**src/rtl/vend_controller_pkg.sv**
```systemverilog
// Shared types for the vending controller: FSM state encoding and coin codes.
package vend_controller_pkg;

  typedef enum logic [2:0] {
    ST_IDLE    = 3'd0,
    ST_COLLECT = 3'd1,
    ST_CHECK   = 3'd2,
    ST_VEND    = 3'd3,
    ST_CHANGE  = 3'd4
  } state_e;

  localparam logic [1:0] COIN_NONE = 2'b00;
  localparam logic [1:0] COIN_A    = 2'b01;
  localparam logic [1:0] COIN_B    = 2'b10;
  localparam logic [1:0] COIN_C    = 2'b11;

  function automatic logic is_busy(input state_e s);
    return (s == ST_CHECK) || (s == ST_VEND) || (s == ST_CHANGE);
  endfunction

endpackage

```
**src/rtl/vend_controller_if.sv**
```systemverilog
// Coin/selection/change handshake plus comparator hookup for the vending controller.
interface vend_controller_if #(parameter int N = 4);
  logic         coin_valid;
  logic [1:0]   coin_code;
  logic         sel_valid;
  logic [N-1:0] sel_price;
  logic         cancel;
  logic         change_ack;
  logic [N-1:0] cmp_out;
  logic [N-1:0] credit;
  logic [N-1:0] price;
  logic         dispense;
  logic         change_valid;
  logic [N-1:0] change_amt;
  logic         insufficient;
  logic         coin_reject;
  logic         busy;

  modport slave (
    input  coin_valid, coin_code, sel_valid, sel_price, cancel, change_ack, cmp_out,
    output credit, price, dispense, change_valid, change_amt, insufficient, coin_reject, busy
  );

  modport master (
    output coin_valid, coin_code, sel_valid, sel_price, cancel, change_ack, cmp_out,
    input  credit, price, dispense, change_valid, change_amt, insufficient, coin_reject, busy
  );
endinterface

```
**src/rtl/vend_controller_coin_decoder.sv**
```systemverilog
// Combinational coin code to unit value; code 00 means no coin.
module vend_controller_coin_decoder
  import vend_controller_pkg::*;
#(
  parameter int N       = 4,
  parameter int COIN_V1 = 1,
  parameter int COIN_V2 = 2,
  parameter int COIN_V3 = 5
) (
  input  logic [1:0]   coin_code,
  output logic [N-1:0] value,
  output logic         code_valid
);
  always_comb begin
    value      = '0;
    code_valid = 1'b1;
    unique case (coin_code)
      COIN_A:  value = N'(COIN_V1);
      COIN_B:  value = N'(COIN_V2);
      COIN_C:  value = N'(COIN_V3);
      default: code_valid = 1'b0;
    endcase
  end
endmodule

```
**src/rtl/vend_controller.sv**
```systemverilog
// Credit accumulation and vend sequencing FSM. Credit/price feed an external
// comparator whose eq/gt result is sampled back in CHECK.
module vend_controller
  import vend_controller_pkg::*;
#(
  parameter int N       = 4,
  parameter int COIN_V1 = 1,
  parameter int COIN_V2 = 2,
  parameter int COIN_V3 = 5
) (
  input logic              clk,
  input logic              rst_n,
  vend_controller_if.slave bus
);
  localparam logic [N-1:0] CMP_MASK = N'(3);

  state_e       state_q, state_d;
  logic [N-1:0] credit_q, credit_d;
  logic [N-1:0] price_q, price_d;
  logic [N-1:0] change_amt_q, change_amt_d;
  logic         change_valid_q, change_valid_d;
  logic         dispense_q, dispense_d;
  logic         insufficient_q, insufficient_d;
  logic         coin_reject_q, coin_reject_d;
  logic         busy_q, busy_d;

  logic [N-1:0] coin_val;
  logic         code_valid;
  logic         coin_ok;
  logic         cmp_hit;
  logic [N:0]   sum;
  logic [N-1:0] cred_new;
  logic [N-1:0] remainder;

  vend_controller_coin_decoder #(
    .N(N), .COIN_V1(COIN_V1), .COIN_V2(COIN_V2), .COIN_V3(COIN_V3)
  ) u_dec (
    .coin_code (bus.coin_code),
    .value     (coin_val),
    .code_valid(code_valid)
  );

  assign coin_ok   = bus.coin_valid & code_valid;
  assign cmp_hit   = |(bus.cmp_out & CMP_MASK);
  // Extra bit catches overflow past 2^N-1 so the coin can be refused.
  assign sum       = {1'b0, credit_q} + {1'b0, coin_val};
  assign remainder = credit_q - price_q;

  always_comb begin
    state_d        = state_q;
    credit_d       = credit_q;
    price_d        = price_q;
    change_amt_d   = change_amt_q;
    change_valid_d = change_valid_q;
    dispense_d     = 1'b0;
    insufficient_d = 1'b0;
    coin_reject_d  = 1'b0;
    cred_new       = credit_q;

    unique case (state_q)
      ST_IDLE, ST_COLLECT: begin
        if (coin_ok) begin
          if (sum[N]) begin
            coin_reject_d = 1'b1;
          end else begin
            cred_new = sum[N-1:0];
            state_d  = ST_COLLECT;
          end
        end
        credit_d = cred_new;
        // Same-cycle coin is already folded into cred_new for cancel/select.
        if (bus.cancel) begin
          if (cred_new != '0) begin
            state_d        = ST_CHANGE;
            change_amt_d   = cred_new;
            change_valid_d = 1'b1;
          end else begin
            state_d = ST_IDLE;
          end
        end else if (bus.sel_valid && (bus.sel_price != '0)) begin
          price_d = bus.sel_price;
          state_d = ST_CHECK;
        end
      end
      ST_CHECK: begin
        coin_reject_d = coin_ok;
        if (cmp_hit) begin
          dispense_d = 1'b1;
          state_d    = ST_VEND;
        end else begin
          insufficient_d = 1'b1;
          price_d        = '0;
          state_d        = (credit_q != '0) ? ST_COLLECT : ST_IDLE;
        end
      end
      ST_VEND: begin
        coin_reject_d = coin_ok;
        credit_d      = remainder;
        price_d       = '0;
        if (remainder != '0) begin
          state_d        = ST_CHANGE;
          change_amt_d   = remainder;
          change_valid_d = 1'b1;
        end else begin
          state_d = ST_IDLE;
        end
      end
      ST_CHANGE: begin
        coin_reject_d = coin_ok;
        if (bus.change_ack) begin
          credit_d       = '0;
          change_amt_d   = '0;
          change_valid_d = 1'b0;
          state_d        = ST_IDLE;
        end
      end
      default: state_d = ST_IDLE;
    endcase

    busy_d = is_busy(state_d);
  end

  always_ff @(posedge clk or negedge rst_n) begin
    if (!rst_n) begin
      state_q        <= ST_IDLE;
      credit_q       <= '0;
      price_q        <= '0;
      change_amt_q   <= '0;
      change_valid_q <= 1'b0;
      dispense_q     <= 1'b0;
      insufficient_q <= 1'b0;
      coin_reject_q  <= 1'b0;
      busy_q         <= 1'b0;
    end else begin
      state_q        <= state_d;
      credit_q       <= credit_d;
      price_q        <= price_d;
      change_amt_q   <= change_amt_d;
      change_valid_q <= change_valid_d;
      dispense_q     <= dispense_d;
      insufficient_q <= insufficient_d;
      coin_reject_q  <= coin_reject_d;
      busy_q         <= busy_d;
    end
  end

  assign bus.credit       = credit_q;
  assign bus.price        = price_q;
  assign bus.dispense     = dispense_q;
  assign bus.change_valid = change_valid_q;
  assign bus.change_amt   = change_amt_q;
  assign bus.insufficient = insufficient_q;
  assign bus.coin_reject  = coin_reject_q;
  assign bus.busy         = busy_q;
endmodule
```
**src/flat_wrapper.sv**
```systemverilog
// flat-port wrapper written by rule: the top's interface ports become plain ports
module vend_controller_flat import vend_controller_pkg::*;
#(
  parameter int N       = 4,
  parameter int COIN_V1 = 1,
  parameter int COIN_V2 = 2,
  parameter int COIN_V3 = 5
)
  (clk, rst_n, bus_coin_valid, bus_coin_code, bus_sel_valid, bus_sel_price, bus_cancel, bus_change_ack, bus_cmp_out, bus_credit, bus_price, bus_dispense, bus_change_valid, bus_change_amt, bus_insufficient, bus_coin_reject, bus_busy);
  vend_controller_if #(.N(N)) bus_i ();
  input logic clk;
  input logic rst_n;
  input wire logic [$bits(bus_i.coin_valid)-1:0] bus_coin_valid;
  input wire logic [$bits(bus_i.coin_code)-1:0] bus_coin_code;
  input wire logic [$bits(bus_i.sel_valid)-1:0] bus_sel_valid;
  input wire logic [$bits(bus_i.sel_price)-1:0] bus_sel_price;
  input wire logic [$bits(bus_i.cancel)-1:0] bus_cancel;
  input wire logic [$bits(bus_i.change_ack)-1:0] bus_change_ack;
  input wire logic [$bits(bus_i.cmp_out)-1:0] bus_cmp_out;
  output wire logic [$bits(bus_i.credit)-1:0] bus_credit;
  output wire logic [$bits(bus_i.price)-1:0] bus_price;
  output wire logic [$bits(bus_i.dispense)-1:0] bus_dispense;
  output wire logic [$bits(bus_i.change_valid)-1:0] bus_change_valid;
  output wire logic [$bits(bus_i.change_amt)-1:0] bus_change_amt;
  output wire logic [$bits(bus_i.insufficient)-1:0] bus_insufficient;
  output wire logic [$bits(bus_i.coin_reject)-1:0] bus_coin_reject;
  output wire logic [$bits(bus_i.busy)-1:0] bus_busy;
  assign bus_i.coin_valid = bus_coin_valid;
  assign bus_i.coin_code = bus_coin_code;
  assign bus_i.sel_valid = bus_sel_valid;
  assign bus_i.sel_price = bus_sel_price;
  assign bus_i.cancel = bus_cancel;
  assign bus_i.change_ack = bus_change_ack;
  assign bus_i.cmp_out = bus_cmp_out;
  assign bus_credit = bus_i.credit;
  assign bus_price = bus_i.price;
  assign bus_dispense = bus_i.dispense;
  assign bus_change_valid = bus_i.change_valid;
  assign bus_change_amt = bus_i.change_amt;
  assign bus_insufficient = bus_i.insufficient;
  assign bus_coin_reject = bus_i.coin_reject;
  assign bus_busy = bus_i.busy;
  vend_controller #(.N(N), .COIN_V1(COIN_V1), .COIN_V2(COIN_V2), .COIN_V3(COIN_V3)) u_core (.clk(clk), .rst_n(rst_n), .bus(bus_i));
endmodule
```
**config.mk**
```make
export PLATFORM = sky130hd
export DESIGN_NAME = vend_controller_flat
export DESIGN_NICKNAME = d
export VERILOG_FILES = /design/src/rtl/vend_controller_pkg.sv /design/src/rtl/vend_controller_if.sv /design/src/rtl/vend_controller_coin_decoder.sv /design/src/rtl/vend_controller.sv /design/src/flat_wrapper.sv
export SDC_FILE = /design/constraint.sdc
export NUM_CORES = 1
export LEC_CHECK = 0
export ABC_AREA = 0
export ABC_CLOCK_PERIOD_IN_PS = 4600
export CAP_MARGIN = 20
export CORE_ASPECT_RATIO = 0.75
export CORE_UTILIZATION = 45
export DETAILED_ROUTE_END_ITERATION = 12
export PLACE_DENSITY = 0.83
export SLEW_MARGIN = 30
export SYNTH_ARGS = -nofsm -noshare
export SYNTH_HDL_FRONTEND = slang
export SYNTH_SLANG_ARGS = --single-unit
```
**constraint.sdc**
```tcl
create_clock -name clk -period 4.6 [get_ports clk]
set_clock_uncertainty 0.15 [all_clocks]
set_input_delay 0.46 -clock clk [delete_from_list [all_inputs] [get_ports clk]]
set_output_delay 0.46 -clock clk [all_outputs]
set_load 0.005 [all_outputs]
```
==> results of run 1 <==
-- power groups by stage --
| stage | sequential, uW | clock (uW) | combinational [uW] |
|---|---|---|---|
| 4_1_cts | 324 | 138 | 592 |
| 2_1_floorplan | 300 | 0 | 419 |
| 5_1_grt | 336 | 147 | 655 |
| 3_3_place_gp | 323 | 0 | 568 |
| 3_5_place_dp | 326 | 0 | 589 |
| 6_report | 325 | 133 | 592 |
-- per-stage QoR --
step           power, uW  setup WS (ns)
2_1_floorplan      719.8          1.933
3_3_place_gp       890.9          1.322
3_5_place_dp       915.6          1.255
4_1_cts             1054          1.527
5_1_grt             1137          1.366
6_report            1050          1.532
-- cell type report --
cell class	count	area (um2)
Fill cell	229	1021
Multi-Input combinational cell	98	715.7
Sequential cell	20	500.5
Timing Repair Buffer	30	295.3
Clock buffer	4	55.05
Tap cell	36	45.04
Inverter	8	30.03
-- cells in the mapped netlist, types with 3 or more instances --
cell type,count,area share (%)
nor3_1,6,2.3
ha_1,6,5.8
o22ai_1,3,1.5
o21ai_0,9,3.5
nand2_1,15,4.4
nand3_1,3,1.2
a21oi_1,6,2.3
mux2_2,9,7.8
inv_1,8,2.3
dfrtp_1,20,39
xnor2_1,3,2.0
nor2_1,9,2.6
buf_6,3,2.6
-- cell families (layout without fill, tap and decap cells) --
family | after synthesis | count (layout) | share of synthesized area (%)
AOI/OAI and AO/OA | 29 | 29 | 16.54
xor gates and xnor gates | 4 | 4 | 2.708
adders and majority gates | 8 | 8 | 8.897
buffers and inverters | 14 | 42 | 5.995
DFF | 20 | 20 | 38.68
muxes | 11 | 11 | 9.381
and+or+nand+nor | 46 | 46 | 17.79
-- layer usage --
metal / global-route usage (%) / up-vias / share of wire, %
met5: 0 / - / 0
met4: 4.924 / 0 / 0
met3: 5.425 / 0 / 5.4
met2: 34.93 / 31 / 48
met1: 25.38 / 502 / 47
li1: - / 518 / -
-- state kept, by name, summed over array words and instances (netlist names) --
register,flops
u_core.bus.busy,1
u_core.bus.change_amt,4
u_core.bus.change_valid,1
u_core.bus.coin_reject,1
u_core.bus.credit,4
u_core.bus.dispense,1
u_core.bus.insufficient,1
u_core.bus.price,4
u_core.state_q,3
-- path summary, 6_finish.rpt --
path | startpoint | to | depth (start not counted)
setup / recovery | bus_coin_code[0] | u_core.bus.busy | 10
hold / removal | rst_n | u_core.bus.insufficient | 1
setup reg to reg | u_core.bus.credit[0] | u_core.bus.busy | 9
hold reg to reg | u_core.bus.change_amt[3] | u_core.bus.change_amt[3] | 1
max in group asynchronous | rst_n | u_core.bus.credit[2] | 1
min in group clk | u_core.bus.change_amt[3] | u_core.bus.change_amt[3] | 1
-- cells in the final DEF (no fill, tap or decap), drive strengths merged, types with 4 or more instances in the layout --
cell type,instances
o21ai,11
ha,6
clkbuf,4
nor3,6
nand2,15
nor2,9
clkdlybuf4s50,29
a21oi,6
mux2,9
inv,8
dfrtp,20
-- critical path, stage by stage --
cell	delay, ns
clkdlybuf4s50_1	0.53
ha_1	0.19
inv_1	0.06
fa_1	0.42
xnor2_1	0.17
nor3b_1	0.18
nand3_1	0.10
a21oi_1	0.32
nor2_1	0.10
or4_1	0.53
==> impl_results.md, run 1 <==
* Clk root buf: clkbuf_8
* Total number of vias at 1,051
* Setup TNS at 0 ns
* Critical path arrival at between 3 and 4 ns
* Failing checks: hold timing
* Die area at 3096 um2
* FMAX at 325.9 MHz
* Tmin final at 3.068 ns
* Worst-path clk slew at 0.07 ns
* RSZ-0062 raised after global routing: false
* H-tree Lvls at 1
* Worst-Margin Slew at slightly above 0.5 ns
* Seq pwr share at 31.0%
* Layout Utilization at 61.65%
* GP Congestion at between 0.9 and 1
* DP Wirelength at 2175 um
* Worst skew pair latency at 0.26 ns
* Outcome: complete, but fails checks
* Height of the die at 48.44 um
* Largest net degree at the start of global routing at 21
* Synth Cell Area at 1294 um2
* Quantity of gates resized following cts at 0
* 1st-iter DRT viols at 32
* Leakage Power at 0.0007177 uW
* CTS tree: built
* Reg2Reg Setup Slack at about 1.8 ns
* Initial Utilization at 48.59%
* Cell Area, Placed at 1592 um2
* Crit path launch type: primary input
* Gr usage total at 20.36%
* GRT Residual Overflow at 0
* Drt wl/cell at 14.27 um
* Final Max Tran Viols at 0
* Final ANT Viol Nets at 0
* Fin area at between 1500 and 2000 um2
* Pre-antenna DRT Iters at 4
* Boundary Pins at 33
* Wirelength, routed at 2797 um
* Worst vdd ir at 316.5 uV
* Antenna violations before repair at 0
* Main synth FF type: dfrtp_1
* Cell count after synthesis at around 130
* Post-synthesis average cell area at just under 10 um2
* Max_cap viols at 0
* Max clock buf depth at 2
* Net count after synthesis at 156
* Nets at about 190
* CTS buffer count at 3
* First-pass GRT wire length at between 4000 and 5000 um
* Residual DRC at 0
* Final Hold Fails at 20
* Post-route insts no fill at 196
* Internal power at 630.5 uW
* Placed cell count at 192
* Core ar. at 2663 um2
* Setup CP Type: in -> reg
* PwrDens at approximately 640 nW/um2
* Crit path max fanout at 5
* CP endpoint kind: flop
* Post-synth cell types at 38
* Final worst path period share at 66.70%
* Switching pwr at 419.9 uW
* Async S/R FF share, synth at 100.0%
* # port buffers at 30
* Row count at 16
* Hold_buf cts at 0
* Net Sw Frac at between 30% and 40%
* Warnings, synthesis at 0
* Seq/Total Area, Yosys at 38.68%
* EDFF count, synth at 0
* Rel. slew slack at around two thirds
* CTS Sinks at 20
* Area Growth Syn to Fin at 26.89%
* Setup Fix Bufs, Post-CTS at 0
* Combinational power share at roughly 56%
* Fraction of layout cells with a size suffix above 1 at 10.63%
* HP Class: in -> async
* Final hold slack at -0.01202 ns
* #FFs+latches synth at 20
* Die X at 63.92 um
* # diodes at 0
* Worst EP required at between 4 and 5 ns
* # setup viols final at 0
* Vias in the first global route at between 1,000 and 1,500
* Clk pwr share at 12.6%
* Routed vias/inst at 5.362
(Power assumes the default switching activity.)
==> inputs of run 2 (changes only) <==
--- a/config.mk
+++ b/config.mk
@@ -6,7 +6,7 @@
 export NUM_CORES = 1
 export LEC_CHECK = 0
 export ABC_AREA = 0
-export ABC_CLOCK_PERIOD_IN_PS = 4600
+export ABC_CLOCK_PERIOD_IN_PS = 2900
 export CAP_MARGIN = 20
 export CORE_ASPECT_RATIO = 0.75
 export CORE_UTILIZATION = 45
==> constraint.sdc (replaced) <==
create_clock -name clk -period 2.9 [get_ports clk]
set_clock_uncertainty 0.15 [all_clocks]
set_input_delay 0.29 -clock clk [delete_from_list [all_inputs] [get_ports clk]]
set_output_delay 0.29 -clock clk [all_outputs]
set_load 0.005 [all_outputs]
==> run 2 against run 1 <==
  * The flow now finishes without violations
  * Routed wire length increased by 10%
  * Register-to-register slack got worse by 1.4 ns
  * Via count increased by 7.8%
  * Critical path depth unchanged
  * Global-route usage increased by 1.6 points
==> impl_results.md, run 2 (synthesis gave the netlist of run 1 again) <==
* Setup CP Type: in -> reg
* Routed vias/inst at 5.581 (+4.1%)
* HP Class: in -> async
* Final worst path period share at 95.30%
* Area taken by multi-input logic gates at 732.0 um2 (+2.3%)
* Total number of vias at 1,133 (+7.8%)
* Die X at 63.92 um (unchanged)
* Worst vdd ir at 654.6 uV (+110%)
* Max clock buf depth at 2 (unchanged)
* Fraction of layout cells with a size suffix above 1 at 16.17% (+5.5 points)
* DP Worst Slack at -0.3124 ns (-1.567 ns)
* Worst setup margin at 0.1364 ns (-1.396 ns)
* Clk pwr share at 12.1% (-0.5 points)
* Residual DRC at 0 (unchanged)
* Worst EP required at 2.88 ns (-1.70 ns)
* Fillcell total at 212 (-7.4%)
* Row count at 16 (unchanged)
* Die area at 3096 um2 (unchanged)
* Boundary Pins at 33 (unchanged)
* Outcome: completed
* RSZ-0062 raised after global routing: false
* Reg2Reg Setup Slack at 0.34 ns (-1.42 ns)
* Final Hold Fails at 0 (-100%)
* Worst path cell trace: clkdlybuf4s50_1 > ha_1 > inv_1 > fa_2 > xnor2_1 > nor3b_2 > nand3_1 > a21oi_2 > nor2_1 > or4_1
* Setup TNS at 0 ns (unchanged)
* First-pass GRT wire length at 5250 um (+6.4%)
* Pre-antenna DRT Iters at 4 (unchanged)
* CP endpoint kind: flop
* # setup viols final at 0 (unchanged)
* Core ar. at 2663 um2 (unchanged)
* Most common cell after layout, fill and taps aside: clkdlybuf4s50_1
* DP Wirelength at 2403 um (+11%)
* H-tree Lvls at 1 (unchanged)
* Rel. slew slack at 65.42% (about the same)
* Internal power at 1040 uW (+65%)
* Combinational power share at 59.1% (+2.7 points)
* Final Max Tran Viols at 0 (unchanged)
* Antenna violations before repair at 0 (unchanged)
* Critical path arrival at 2.74 ns (-0.31 ns)
* Crit path max fanout at 5 (unchanged)
* CTS Sinks at 20 (unchanged)
* Crit path launch type: primary input
* Final ANT Viol Nets at 0 (unchanged)
* Critical-path top delay cell: clkdlybuf4s50_1
* Setup Fix Bufs, Post-CTS at 0 (unchanged)
* GRT Residual Overflow at 0 (unchanged)
* Worst skew pair latency at 0.26 ns (about the same)
* Largest net degree at the start of global routing at 21 (unchanged)
* Gr usage total at 21.94% (+1.6 points)
* Switching pwr at 698.6 uW (+66%)
* PwrDens at 1015 nW/um2 (+59%)
* Nets at 192 (+3.8%)
* Most frequent cells in the layout: 29 x clkdlybuf4s50_1, 20 x dfrtp_1, 15 x nand2_1
* Placed cell count at 198 (+3.1%)
* # port buffers at 30 (unchanged)
* Leakage Power at 0.0007571 uW (+5.5%)
* Seq pwr share at 28.8% (-2.2 points)
* Post-route insts no fill at 203 (+3.6%)
* Worst-Margin Slew at 0.5120 ns (+0.0001274 ns)
* Height of the die at 48.44 um (unchanged)
* 1st-iter DRT viols at 66 (+110%)
* Clk root buf: clkbuf_8
* Area Growth Syn to Fin at 32.40%
* FMAX at approximately 360 MHz
* Wirelength, routed at 3085 um (+10%)
* Initial Utilization at 48.59% (unchanged)
* GP Congestion at 0.9003 (-4.1%)
* Worst-path clk slew at 0.07 ns (about the same)
* Drt wl/cell at 15.20 um (+6.5%)
* Net Sw Frac at 40.18% (+0.21 points)
* # diodes at 0 (unchanged)
* Max stage delay on crit path at 0.53 ns (about the same)
* Vias in the first global route at 1,151 (+4.5%)
* CTS tree: built
* Max_cap viols at 0 (unchanged)
* CTS buffer count at 3 (unchanged)
* Storage element area at 500.5 um2 (unchanged)
* Tmin final at 2.764 ns
[run 2: worst paths after layout]
| check | from | cells after the start | endpoint |
|---|---|---|---|
| min in group clk | u_core.bus.change_valid | 1 | u_core.bus.change_valid |
| setup / recovery | bus_coin_code[0] | 10 | u_core.bus.busy |
| setup reg to reg | u_core.bus.credit[0] | 9 | u_core.bus.busy |
| max in group asynchronous | rst_n | 2 | u_core.bus.credit[1] |
| hold reg to reg | u_core.bus.change_valid | 1 | u_core.bus.change_valid |
| hold / removal | rst_n | 2 | u_core.bus.price[0] |
[run 2: area by class of cell]
type,count,area share [%]
multi-input cells,98,42.73
flip-flops and latches,20,29.22
inverters,8,1.753
repair buffers,37,20.45
well taps,36,2.630
clock buffers,4,3.214
[run 2: per-stage QoR]
stage | power, uW | utilization, % | cell area, um2 | hold slack, ns
CTS | 1727 | 63.67 | 1695 | 0.3715
finish | 1739 | 64.33 | 1713 | 0.3555
global route | 1862 | 64.33 | 1713 | 0.3863
floorplan | 1142 | - | 1294 | -0.1556
detailed placement | 1506 | 61.47 | 1637 | 0.3463
global placement | 1453 | 61.47 | 1637 | 0.3449
[run 2: worst max-delay path, delay by kind of cell]
| kind | cells | cell delay [ns] |
|---|---|---|
| adders and majority gates | 2 | 0.56 |
| and+or+nand+nor | 4 | 0.94 |
| AOI/OAI and AO/OA | 1 | 0.18 |
| xor gates and xnor gates | 1 | 0.18 |
| buffers and inverters | 2 | 0.59 |
[run 2: repair_timing]
item | CTS | global route
endpoints found under the setup margin | 1 | 6
hold buffers | 0 | 1
resized for setup | 1 | 3
hold endpoints to repair | 0 | 20
pin swaps | 0 | 1
[run 2: routing by layer]
metal	vias to the layer above	global-route usage, %	share of wire, %
li1	534	-	-
met2	57	37.94	48
met3	6	4.717	6.5
met1	536	27.84	44
met5	-	0	0
met4	0	5.303	1.4
[run 2: power groups by stage]
stage / clock (uW) / sequential, uW / combinational [uW]
2_1_floorplan: 0 / 477 / 665
3_3_place_gp: 0 / 496 / 957
3_5_place_dp: 0 / 506 / 1000
4_1_cts: 216 / 501 / 1010
5_1_grt: 226 / 516 / 1120
6_report: 210 / 501 / 1030
==> inputs of run 3 (changes only) <==
--- a/config.mk
+++ b/config.mk
@@ -8,10 +8,12 @@
 export ABC_AREA = 0
 export ABC_CLOCK_PERIOD_IN_PS = 2900
 export CAP_MARGIN = 20
+export CELL_PAD_IN_SITES_DETAIL_PLACEMENT = 0
+export CELL_PAD_IN_SITES_GLOBAL_PLACEMENT = 1
 export CORE_ASPECT_RATIO = 0.75
-export CORE_UTILIZATION = 45
+export CORE_UTILIZATION = 36
 export DETAILED_ROUTE_END_ITERATION = 12
-export PLACE_DENSITY = 0.83
+export PLACE_DENSITY = 0.87
 export SLEW_MARGIN = 30
 export SYNTH_ARGS = -nofsm -noshare
 export SYNTH_HDL_FRONTEND = slang
==> run 3 against run 2 <==
  * The run now ends with DRC left
  * Flip-flop and latch count stayed put
  * Die area increased by 24%
  * Register-to-register slack barely moved
  * Sequential share of layout area down 0.36 points
  * Clock power up 32%
  * Via count down 1.1%
  * Non-clock buffer count is 1 higher
  * First-iteration DRC count fell by 24%
  * Critical endpoint unchanged
  * Largest power group unchanged
==> impl_results.md, run 3 (synthesis gave the netlist of run 1 again) <==
* Outcome: complete, but fails checks
* Failing checks: DRC
* Leakage Power at 0.0007645 uW (+0.98%)
* Crit path max-delay family: simple AND/OR/NAND/NOR gates
* Final worst path period share at 95.41% (+0.12 points)
* R2R cell count at 9 (unchanged)
* Height of the die at 53.92 um (+11%)
* # setup viols final at 0 (unchanged)
* PwrDens at 1035 nW/um2 (+1.9%)
* Final hold slack at 0.3602 ns (+0.004649 ns)
* Clk root buf: clkbuf_8
* Die X at 71.22 um (+11%)
* Drt wl/cell at 15.60 um (+2.6%)
* Crit path max fanout at 4 (-1)
* Pre-antenna DRT Iters at 8 (+4)
* Fillcell total at 305 (+44%)
* # port buffers at 30 (unchanged)
* H-tree Lvls at 1 (unchanged)
* Area Growth Syn to Fin at 34.04%
* GP Congestion at 0.8920 (-0.92%)
* Most common cell after layout, fill and taps aside: clkdlybuf4s50_1
* Final Hold Fails at 0 (unchanged)
* Wirelength, routed at 3244 um (+5.2%)
* Reg2Reg Setup Slack at 0.34 ns (about the same)
* Setup Fix Bufs, Post-CTS at 0 (unchanged)
* Critical path arrival at 2.75 ns (about the same)
* First-pass GRT wire length at 5354 um (+2.0%)
* Rel. slew slack at 57.49% (-7.9 points)
* Worst-Margin Slew at 0.6294 ns (+0.1174 ns)
* RR Endpoint: u_core.bus.busy
* Worst setup margin at 0.1330 ns (-0.003452 ns)
* Nets at 193 (+0.52%)
* DP Worst Slack at -0.2885 ns (+0.02396 ns)
* FMAX at 361.4 MHz (-0.12%)
* Final Max Tran Viols at 0 (unchanged)
* Worst EP required at 2.88 ns (about the same)
* Residual DRC at 2 (+2)
* Total power at 1794 uW (+3.2%)
* HP Class: in -> async
* Worst vdd ir at 491.9 uV (-25%)
* Worst r2r src: u_core.bus.credit[0]
* DP Wirelength at 2470 um (+2.8%)
* Worst path buffer plus inverter count at 2 (unchanged)
* Critical-path top delay cell: or4_1
* Tmin final at 2.767 ns (+0.003452 ns)
* Final ANT Viol Nets at 0 (unchanged)
* # diodes at 0 (unchanged)
* Routed vias/inst at 5.389 (-3.4%)
* CTS tree: built
* Core ar. at 3356 um2 (+26%)
* Boundary Pins at 33 (unchanged)
* CTS Sinks at 20 (unchanged)
* CP endpoint kind: flop
* Largest net degree at the start of global routing at 21 (unchanged)
* Vias in the first global route at 1,133 (-1.6%)
* Worst-path clk slew at 0.07 ns (about the same)
* Max clock buf depth at 2 (unchanged)
* Antenna violations before repair at 0 (unchanged)
* Setup CP Type: in -> reg
* Initial Utilization at 38.55% (-10 points)
* Fraction of layout cells with a size suffix above 1 at 16.07% (-0.096 points)
* Total number of vias at 1,121 (-1.1%)
* Most frequent cells in the layout: 29 x clkdlybuf4s50_1, 20 x dfrtp_1, 15 x nand2_1
* Gr usage total at 18.95% (-3.0 points)
* 1st-iter DRT viols at 50 (-24%)
* RSZ-0062 raised after global routing: false
* Crit path launch type: primary input
* CTS buffer count at 3 (unchanged)
* Max_cap viols at 0 (unchanged)
* Die area at 3840 um2 (+24%)
* Worst path cell trace: clkdlybuf4s50_1 > buf_4 > and2_1 > ha_1 > nor2b_2 > o21a_1 > o21ai_0 > a21oi_2 > nor2_1 > or4_1
* Max stage delay on crit path at 0.53 ns (about the same)
* GRT Residual Overflow at 0 (unchanged)
* Row count at 18 (+2)
* Worst skew pair latency at 0.26 ns (about the same)
-- run 3: how the worst max path moves through the flow --
stage / from / endpoint / slack [ns] / cells past startpoint
2_1_floorplan: u_core.bus.credit[0] / u_core.bus.busy / 0.31 / 9
3_3_place_gp: bus_coin_code[0] / u_core.bus.busy / -0.22 / 10
3_5_place_dp: bus_coin_code[0] / u_core.bus.busy / -0.29 / 10
4_1_cts: bus_coin_code[0] / u_core.bus.busy / 0.08 / 10
5_1_grt: bus_coin_code[0] / u_core.bus.busy / 0.03 / 10
6_report: bus_coin_code[0] / u_core.bus.busy / 0.13 / 10
-- run 3: metal layers --
layer	vias to the layer above	GRT usage (%)	share of wire, %
met2	38	30.79	44
met4	0	4.667	0.59
met1	542	25.78	50
met5	-	0	0
li1	537	-	-
met3	4	4.494	4.7
-- run 3: report_power, final --
group,internal [uW],total (uW),switching [uW]
registers,388,504,115
clock network,184,277,93.1
logic,525,1010,489
-- run 3: per-stage QoR --
stage	std cells	instance area [um2]	TNS, ns	utilization, %
after floorplan	132	1294	0	-
after global placement	203	1649	-0.2883	49.14
after detailed placement	203	1649	-0.7091	49.14
after CTS	207	1724	0	51.38
after global routing	208	1734	0	51.68
final	208	1734	0	51.68
-- run 3: layout make-up --
| class | count | area (um2) | share of cell area (%) |
|---|---|---|---|
| clock buffers | 3 | 41.29 | 2.381 |
| clock inverters | 1 | 30.03 | 1.732 |
| inverters | 8 | 30.03 | 1.732 |
| multi-input cells | 98 | 724.4 | 41.77 |
| flip-flops and latches | 20 | 500.5 | 28.86 |
| well taps | 40 | 50.05 | 2.886 |
| repair buffers | 38 | 357.8 | 20.63 |
-- run 3: repair_timing --
action                     in CTS  in global routing
setup endpoints to repair       1                  1
resized for setup               1                  2
hold buffers                    0                  1
hold endpoints to repair        0                 20
gates cloned                    0                  0
pin swaps                       0                  1
